$ cat config.mk
export PLATFORM = sky130hd
export DESIGN_NAME = id_pipe_ctrl
export DESIGN_NICKNAME = d
export VERILOG_FILES = /design/src/rtl/id_pkg.sv /design/src/rtl/id_hazard_detect.sv /design/src/rtl/id_pipe_ctrl.sv
export SDC_FILE = /design/constraint.sdc
export NUM_CORES = 1
export LEC_CHECK = 0
export BUFFER_PORTS_ARGS = -buffer_cell sky130_fd_sc_hd__buf_4
export CAP_MARGIN = 20
export CORE_ASPECT_RATIO = 0.6
export CORE_MARGIN = 2
export CORE_UTILIZATION = 52
export DETAILED_ROUTE_END_ITERATION = 16
export GPL_ROUTABILITY_DRIVEN = 0
export GPL_TIMING_DRIVEN = 0
export HOLD_SLACK_MARGIN = 0.06
export PLACE_DENSITY = 0.82
export SLEW_MARGIN = 20
export SYNTH_ARGS = -nofsm -noshare
export SYNTH_HDL_FRONTEND = slang
export SYNTH_SLANG_ARGS = --single-unit
$ cat constraint.sdc
create_clock -name clk -period 7.8 [get_ports clk]
set_input_delay 2.34 -clock clk [delete_from_list [all_inputs] [get_ports clk]]
set_output_delay 2.34 -clock clk [all_outputs]
set_load 0.02 [all_outputs]
$ cat src/rtl/id_pkg.sv
// Shared definitions for the decode-stage control slice: opcodes, the NOP
// word that fills an empty IF/ID register, the sequencing states, and the
// source-register usage decode.
package id_pkg;

   localparam logic [6:0] OP_R      = 7'b0110011;
   localparam logic [6:0] OP_IMM    = 7'b0010011;
   localparam logic [6:0] OP_LOAD   = 7'b0000011;
   localparam logic [6:0] OP_JALR   = 7'b1100111;
   localparam logic [6:0] OP_STORE  = 7'b0100011;
   localparam logic [6:0] OP_BRANCH = 7'b1100011;

   localparam logic [31:0] NOP_INSTR = 32'h0000_0013;

   typedef enum logic {
      RUN    = 1'b0,
      SQUASH = 1'b1
   } id_state_e;

   // True when the opcode reads rs1 (instr[19:15]).
   function automatic logic usesRs1(input logic [6:0] opcode);
      return (opcode == OP_R)     || (opcode == OP_IMM)   ||
             (opcode == OP_LOAD)  || (opcode == OP_JALR)  ||
             (opcode == OP_STORE) || (opcode == OP_BRANCH);
   endfunction

   // True when the opcode reads rs2 (instr[24:20]).
   function automatic logic usesRs2(input logic [6:0] opcode);
      return (opcode == OP_R) || (opcode == OP_STORE) || (opcode == OP_BRANCH);
   endfunction

endpackage

$ cat src/rtl/id_hazard_detect.sv
// Load-use hazard detector: flags when the instruction sitting in ID reads a
// register that the load currently in EX has not yet produced. Purely
// combinational so it can also be reused for forwarding qualification.
module id_hazard_detect
   import id_pkg::*;
(
   input  logic [31:0] id_instr_i,
   input  logic        reg_valid_i,
   input  logic        ex_valid_i,
   input  logic        ex_memread_i,
   input  logic [4:0]  ex_rd_i,
   output logic        hazard_stall_o
);

   logic       useRs1;
   logic       useRs2;
   logic [4:0] rs1;
   logic [4:0] rs2;
   logic       unusedBits;

   assign rs1        = id_instr_i[19:15];
   assign rs2        = id_instr_i[24:20];
   assign unusedBits = ^{id_instr_i[31:25], id_instr_i[14:7]};

   // Decode which source fields are real and compare them with the EX load's rd;
   // x0 is never a real dependency.
   always_comb begin
      useRs1         = usesRs1(id_instr_i[6:0]);
      useRs2         = usesRs2(id_instr_i[6:0]);
      hazard_stall_o = reg_valid_i & ex_valid_i & ex_memread_i & (ex_rd_i != 5'd0) &
                       ((useRs1 & (rs1 == ex_rd_i)) | (useRs2 & (rs2 == ex_rd_i)));
   end

endmodule

$ cat src/rtl/id_pipe_ctrl.sv
// Decode-stage sequencing controller. Owns the IF/ID register, handshakes with
// fetch and execute, inserts a bubble on load-use hazards, discards wrong-path
// fetch beats after a redirect, and counts stall cycles.
module id_pipe_ctrl
   import id_pkg::*;
#(
   parameter int FLUSH_SHADOW = 1,
   parameter int PERF_W       = 16
) (
   input  logic              clk,
   input  logic              rst_n,
   input  logic              if_valid,
   output logic              if_ready,
   input  logic [31:0]       if_instr,
   input  logic [31:0]       if_pc,
   output logic              id_valid,
   input  logic              id_ready,
   output logic [31:0]       id_instr,
   output logic [31:0]       id_pc,
   input  logic              ex_valid,
   input  logic              ex_memread,
   input  logic [4:0]        ex_rd,
   input  logic              redirect,
   output logic              hazard_stall,
   output logic              squashing,
   output logic [PERF_W-1:0] stall_cycles
);

   id_state_e         state_q,    state_d;
   logic [2:0]        cnt_q,      cnt_d;
   logic              regValid_q, regValid_d;
   logic [31:0]       instr_q,    instr_d;
   logic [31:0]       pc_q,       pc_d;
   logic [PERF_W-1:0] stall_q,    stall_d;
   logic              fire;

   id_hazard_detect uHazard (
      .id_instr_i     (instr_q),
      .reg_valid_i    (regValid_q),
      .ex_valid_i     (ex_valid),
      .ex_memread_i   (ex_memread),
      .ex_rd_i        (ex_rd),
      .hazard_stall_o (hazard_stall)
   );

   assign id_valid     = regValid_q & ~hazard_stall & ~redirect;
   assign fire         = id_valid & id_ready;
   assign squashing    = (state_q == SQUASH);
   assign if_ready     = ~regValid_q | fire | redirect | squashing;
   assign id_instr     = instr_q;
   assign id_pc        = pc_q;
   assign stall_cycles = stall_q;

   // Next-state for the IF/ID register and squash FSM; redirect wins over all,
   // then squash discards, then a new beat loads, then a lone transfer empties.
   always_comb begin
      state_d    = state_q;
      cnt_d      = cnt_q;
      regValid_d = regValid_q;
      instr_d    = instr_q;
      pc_d       = pc_q;
      if (redirect) begin
         regValid_d = 1'b0;
         cnt_d      = 3'(FLUSH_SHADOW);
         state_d    = (FLUSH_SHADOW == 0) ? RUN : SQUASH;
      end else if (state_q == SQUASH) begin
         regValid_d = 1'b0;
         cnt_d      = cnt_q - 3'd1;
         if (cnt_q <= 3'd1) begin
            state_d = RUN;
            cnt_d   = 3'd0;
         end
      end else if (if_valid && if_ready) begin
         regValid_d = 1'b1;
         instr_d    = if_instr;
         pc_d       = if_pc;
      end else if (fire) begin
         regValid_d = 1'b0;
         instr_d    = NOP_INSTR;
      end
   end

   // Saturating count of cycles spent holding a load-use bubble.
   always_comb begin
      stall_d = stall_q;
      if (hazard_stall && (stall_q != {PERF_W{1'b1}})) begin
         stall_d = stall_q + 1'b1;
      end
   end

   // State registers with asynchronous active-low reset to an empty, NOP-filled stage.
   always_ff @(posedge clk or negedge rst_n) begin
      if (!rst_n) begin
         state_q    <= RUN;
         cnt_q      <= 3'd0;
         regValid_q <= 1'b0;
         instr_q    <= NOP_INSTR;
         pc_q       <= 32'd0;
         stall_q    <= '0;
      end else begin
         state_q    <= state_d;
         cnt_q      <= cnt_d;
         regValid_q <= regValid_d;
         instr_q    <= instr_d;
         pc_q       <= pc_d;
         stall_q    <= stall_d;
      end
   end

endmodule

==> results.sh <==
export IMPL_cts_resized_gates=0
export IMPL_relSlewSlack_pct=28.0
export IMPL_crit_arrival_ps=4310
export IMPL_avgSynthCellArea_um2=9.15
export IMPL_drc_errors=0
export IMPL_skew_ps=5.12
export IMPL_synth_async_reset_ratio_pct=100
export IMPL_fin_crit_sh_pct=85.3
export IMPL_clkPwrFrac_pct=27.5
export IMPL_grt_ovfl_total=0
export IMPL_ir_drop_v=0.000128
export IMPL_place_inst=828
export IMPL_syn_inst=539
export IMPL_ioPinCount=160
export IMPL_grt_use_total_pct=32.4
export IMPL_core_area_um2=9190
export IMPL_synth_area_leaders="dfrtp_1 (42%), o211ai_1 (9.1%), nand4_1 (8.9%), nand3_1 (6.8%), a22oi_1 (4.9%)"
export IMPL_drt_pass1_iterations=5
export IMPL_numCtsBuffers=9
export IMPL_seqPwrFrac_pct=39.1
export IMPL_worst_slew_pin_slew_ps=1080
export IMPL_status="complete, no violations"
export IMPL_r2r_slack_ps=5390
export IMPL_synth_seq_cells=85
export IMPL_final_cells=844
export IMPL_switchingPower_w=0.000578
export IMPL_synth_top_area_share_pct=41.6
export IMPL_ys_seq_area_share_pct=43.2
export IMPL_min_period_ps=6650
export IMPL_grt_pass1_vias=5106
export IMPL_drive_above_1_share_pct=28.0
export IMPL_yosysMostFrequentCell="dfrtp_1"
export IMPL_crit_path_start_kind="input port"
export IMPL_initialDrtViolationCount=674
export IMPL_grt_pass1_wl_mm=26.2
export IMPL_htreeDepth=3
export IMPL_reg2reg_to="id_pc[13]$_DFFE_PN0P_"
export IMPL_ys_dominant_reg_cell="dfrtp_1"
export IMPL_n_antenna_cell=0
export IMPL_die_y_um=79.4
export IMPL_die_area_um2=10300
export IMPL_synthesis_nets=618
export IMPL_syn2layout_area_growth_pct=33.7
export IMPL_synth_area_um2=4930
export IMPL_cp_required_ps=5460
export IMPL_num_rows=27
export IMPL_hold_violations=0
export IMPL_cts_path_max_buffers=2
export IMPL_fillers=704
export IMPL_cp_max_fo=10
export IMPL_endpoint_kind="primary output"
export IMPL_min_path_type="reg2reg"
export IMPL_min_to="stall_cycles[12]$_DFFE_PN0P_"
export IMPL_path_class="in2out"
export IMPL_clock_latency_ps=340
export IMPL_setup_violations_final=0
export IMPL_reg2reg_from="id_instr[15]$_DFFE_PN0P_"
export IMPL_start_util_pct=53.7
export IMPL_fmaxAchievable_mhz=150
export IMPL_synth_cell_type_count=40
export IMPL_p_per_area_nw_per_um2=246
export IMPL_synth_common_cells="dfrtp_1 (82), nand4_1 (70), nand3_1 (67)"
export IMPL_leakage_nw=2.94
export IMPL_hpwl_mm=11.4
export IMPL_cts_setup_buffers=0
export IMPL_cts_sinks=85
export IMPL_synth_largest_area_cell="dfrtp_1"
export IMPL_combPwrFrac_pct=33.3
export IMPL_port_buffers=159
export IMPL_rsz0062_at_grt="false"
export IMPL_r2r_cells=6
export IMPL_cts_root_buf="clkbuf_16"
export IMPL_power_w=0.00162
export IMPL_ant_nets=0
export IMPL_dr_total_vias=5494
export IMPL_min_path_cells=1
export IMPL_antenna_found_initial=0
export IMPL_place_ws_ps=1220
export IMPL_cts_tree="built"
export IMPL_die_w_um=130
export IMPL_synth_edf_count=0
export IMPL_avgRoutedWirePerCell_um=19.8
export IMPL_cts_hold_buffers=0
export IMPL_clk_pin_slew_ps=60
export IMPL_timing_final_ws_setup_ps=1150
export IMPL_maxCapViolations=0
export IMPL_vias_per_cell=6.51
export IMPL_min_from="stall_cycles[12]$_DFFE_PN0P_"
export IMPL_swShare_pct=35.7
export IMPL_grt_max_degree=86
export IMPL_fin_nets=788
export IMPL_slew_violations=0
export IMPL_wirelength_mm=16.7
export IMPL_tns_ps=0
export IMPL_internal_power_w=0.00104
export IMPL_synth_warning_count=0
## registers in the layout (all words and copies together) (netlist names)
signal,cells
id_instr,32
id_pc,32
stall_cycles,16
cnt_q,3
regValid_q,1
squashing,1
## cell usage in the layout, fill, tap and decap left out, types with 3 or more instances in the layout
master and n:
clkbuf_1 39, nor3_1 15, and4_1 4, dfstp_2 3
nor2_1 5, xor2_1 13, ha_1 3, nand2_1 9
inv_1 9, o211ai_1 60, o22ai_1 3, buf_2 18
nand4_1 70, and3_1 4, a21oi_1 30, dfrtp_1 82
xnor2_1 12, nand2b_1 4, nand3_1 67, clkbuf_16 9
a22oi_1 32, buf_1 3, nor2b_1 29, buf_4 158
o21ai_0 5
## routing by layer
| layer | global-route usage, % | share of wire [%] | up-vias | wire [um] |
|---|---|---|---|---|
| met4 | 10.9 | 1.9 | 0 | 315 |
| met5 | 0 | 0 | - | 0 |
| met2 | 47.9 | 45 | 344 | 7520 |
| met3 | 5.56 | 10 | 39 | 1670 |
| met1 | 48.2 | 43 | 2692 | 7180 |
| li1 | - | - | 2419 | - |
## layout make-up
type | count | area (um^2) | share of cell area, %
Clock inverter | 3 | 43.8 | 0.664
Tap cell | 130 | 163 | 2.47
Multi-Input combinational cell | 387 | 2530 | 38.3
Inverter | 9 | 33.8 | 0.512
Buffer | 58 | 240 | 3.64
Timing Repair Buffer | 159 | 1200 | 18.2
Sequential cell | 85 | 2130 | 32.3
Clock buffer | 13 | 260 | 3.95
## worst max path at each step
stage | end | depth (start not counted) | from
after floorplan | id_valid | 7 | ex_rd[1]
after global placement | id_valid | 8 | ex_rd[2]
after detailed placement | id_valid | 8 | ex_rd[4]
after CTS | id_valid | 8 | ex_rd[4]
after global routing | id_valid | 8 | ex_rd[3]
final | id_valid | 8 | ex_rd[1]
## worst max-delay path: stages
cell	delay, ps
buf_4	130
xnor2_1	150
nand4_1	140
o22ai_1	850
nand2_1	290
inv_1	180
nor3_1	70
buf_4	160
## power by group through the flow
| stage | clock, W | sequential [W] | combinational (W) |
|---|---|---|---|
| final | 0.000446 | 0.000634 | 0.000540 |
| after global routing | 0.000463 | 0.000644 | 0.000577 |
| after CTS | 0.000448 | 0.000630 | 0.000538 |
| after detailed placement | 0 | 0.000633 | 0.000537 |
| after global placement | 0 | 0.000632 | 0.000522 |
| after floorplan | 0 | 0.000724 | 0.000188 |
## cells by family (layout without fill, tap and decap cells)
logic type	after synthesis	after routing	share of synthesized area, %
AND/OR/NAND/NOR	215	215	25.3
AO/OA/AOI/OAI	141	141	20.1
buffers and inverters	67	242	5.56
flip-flops	85	85	43.2
XOR/XNOR	25	25	4.44
adder cells (fa/ha/maj)	3	3	0.761
multiplexers	3	3	0.660
## metrics by stage
stage	cell area [um^2]	utilization [%]	hold slack [ps]
floorplan	4930	-	512
global placement	6290	68.4	483
detailed placement	6290	68.4	501
CTS	6590	71.7	509
global route	6600	71.8	521
finish	6600	71.8	506
Note: power is estimated with default switching activity, not from simulation.
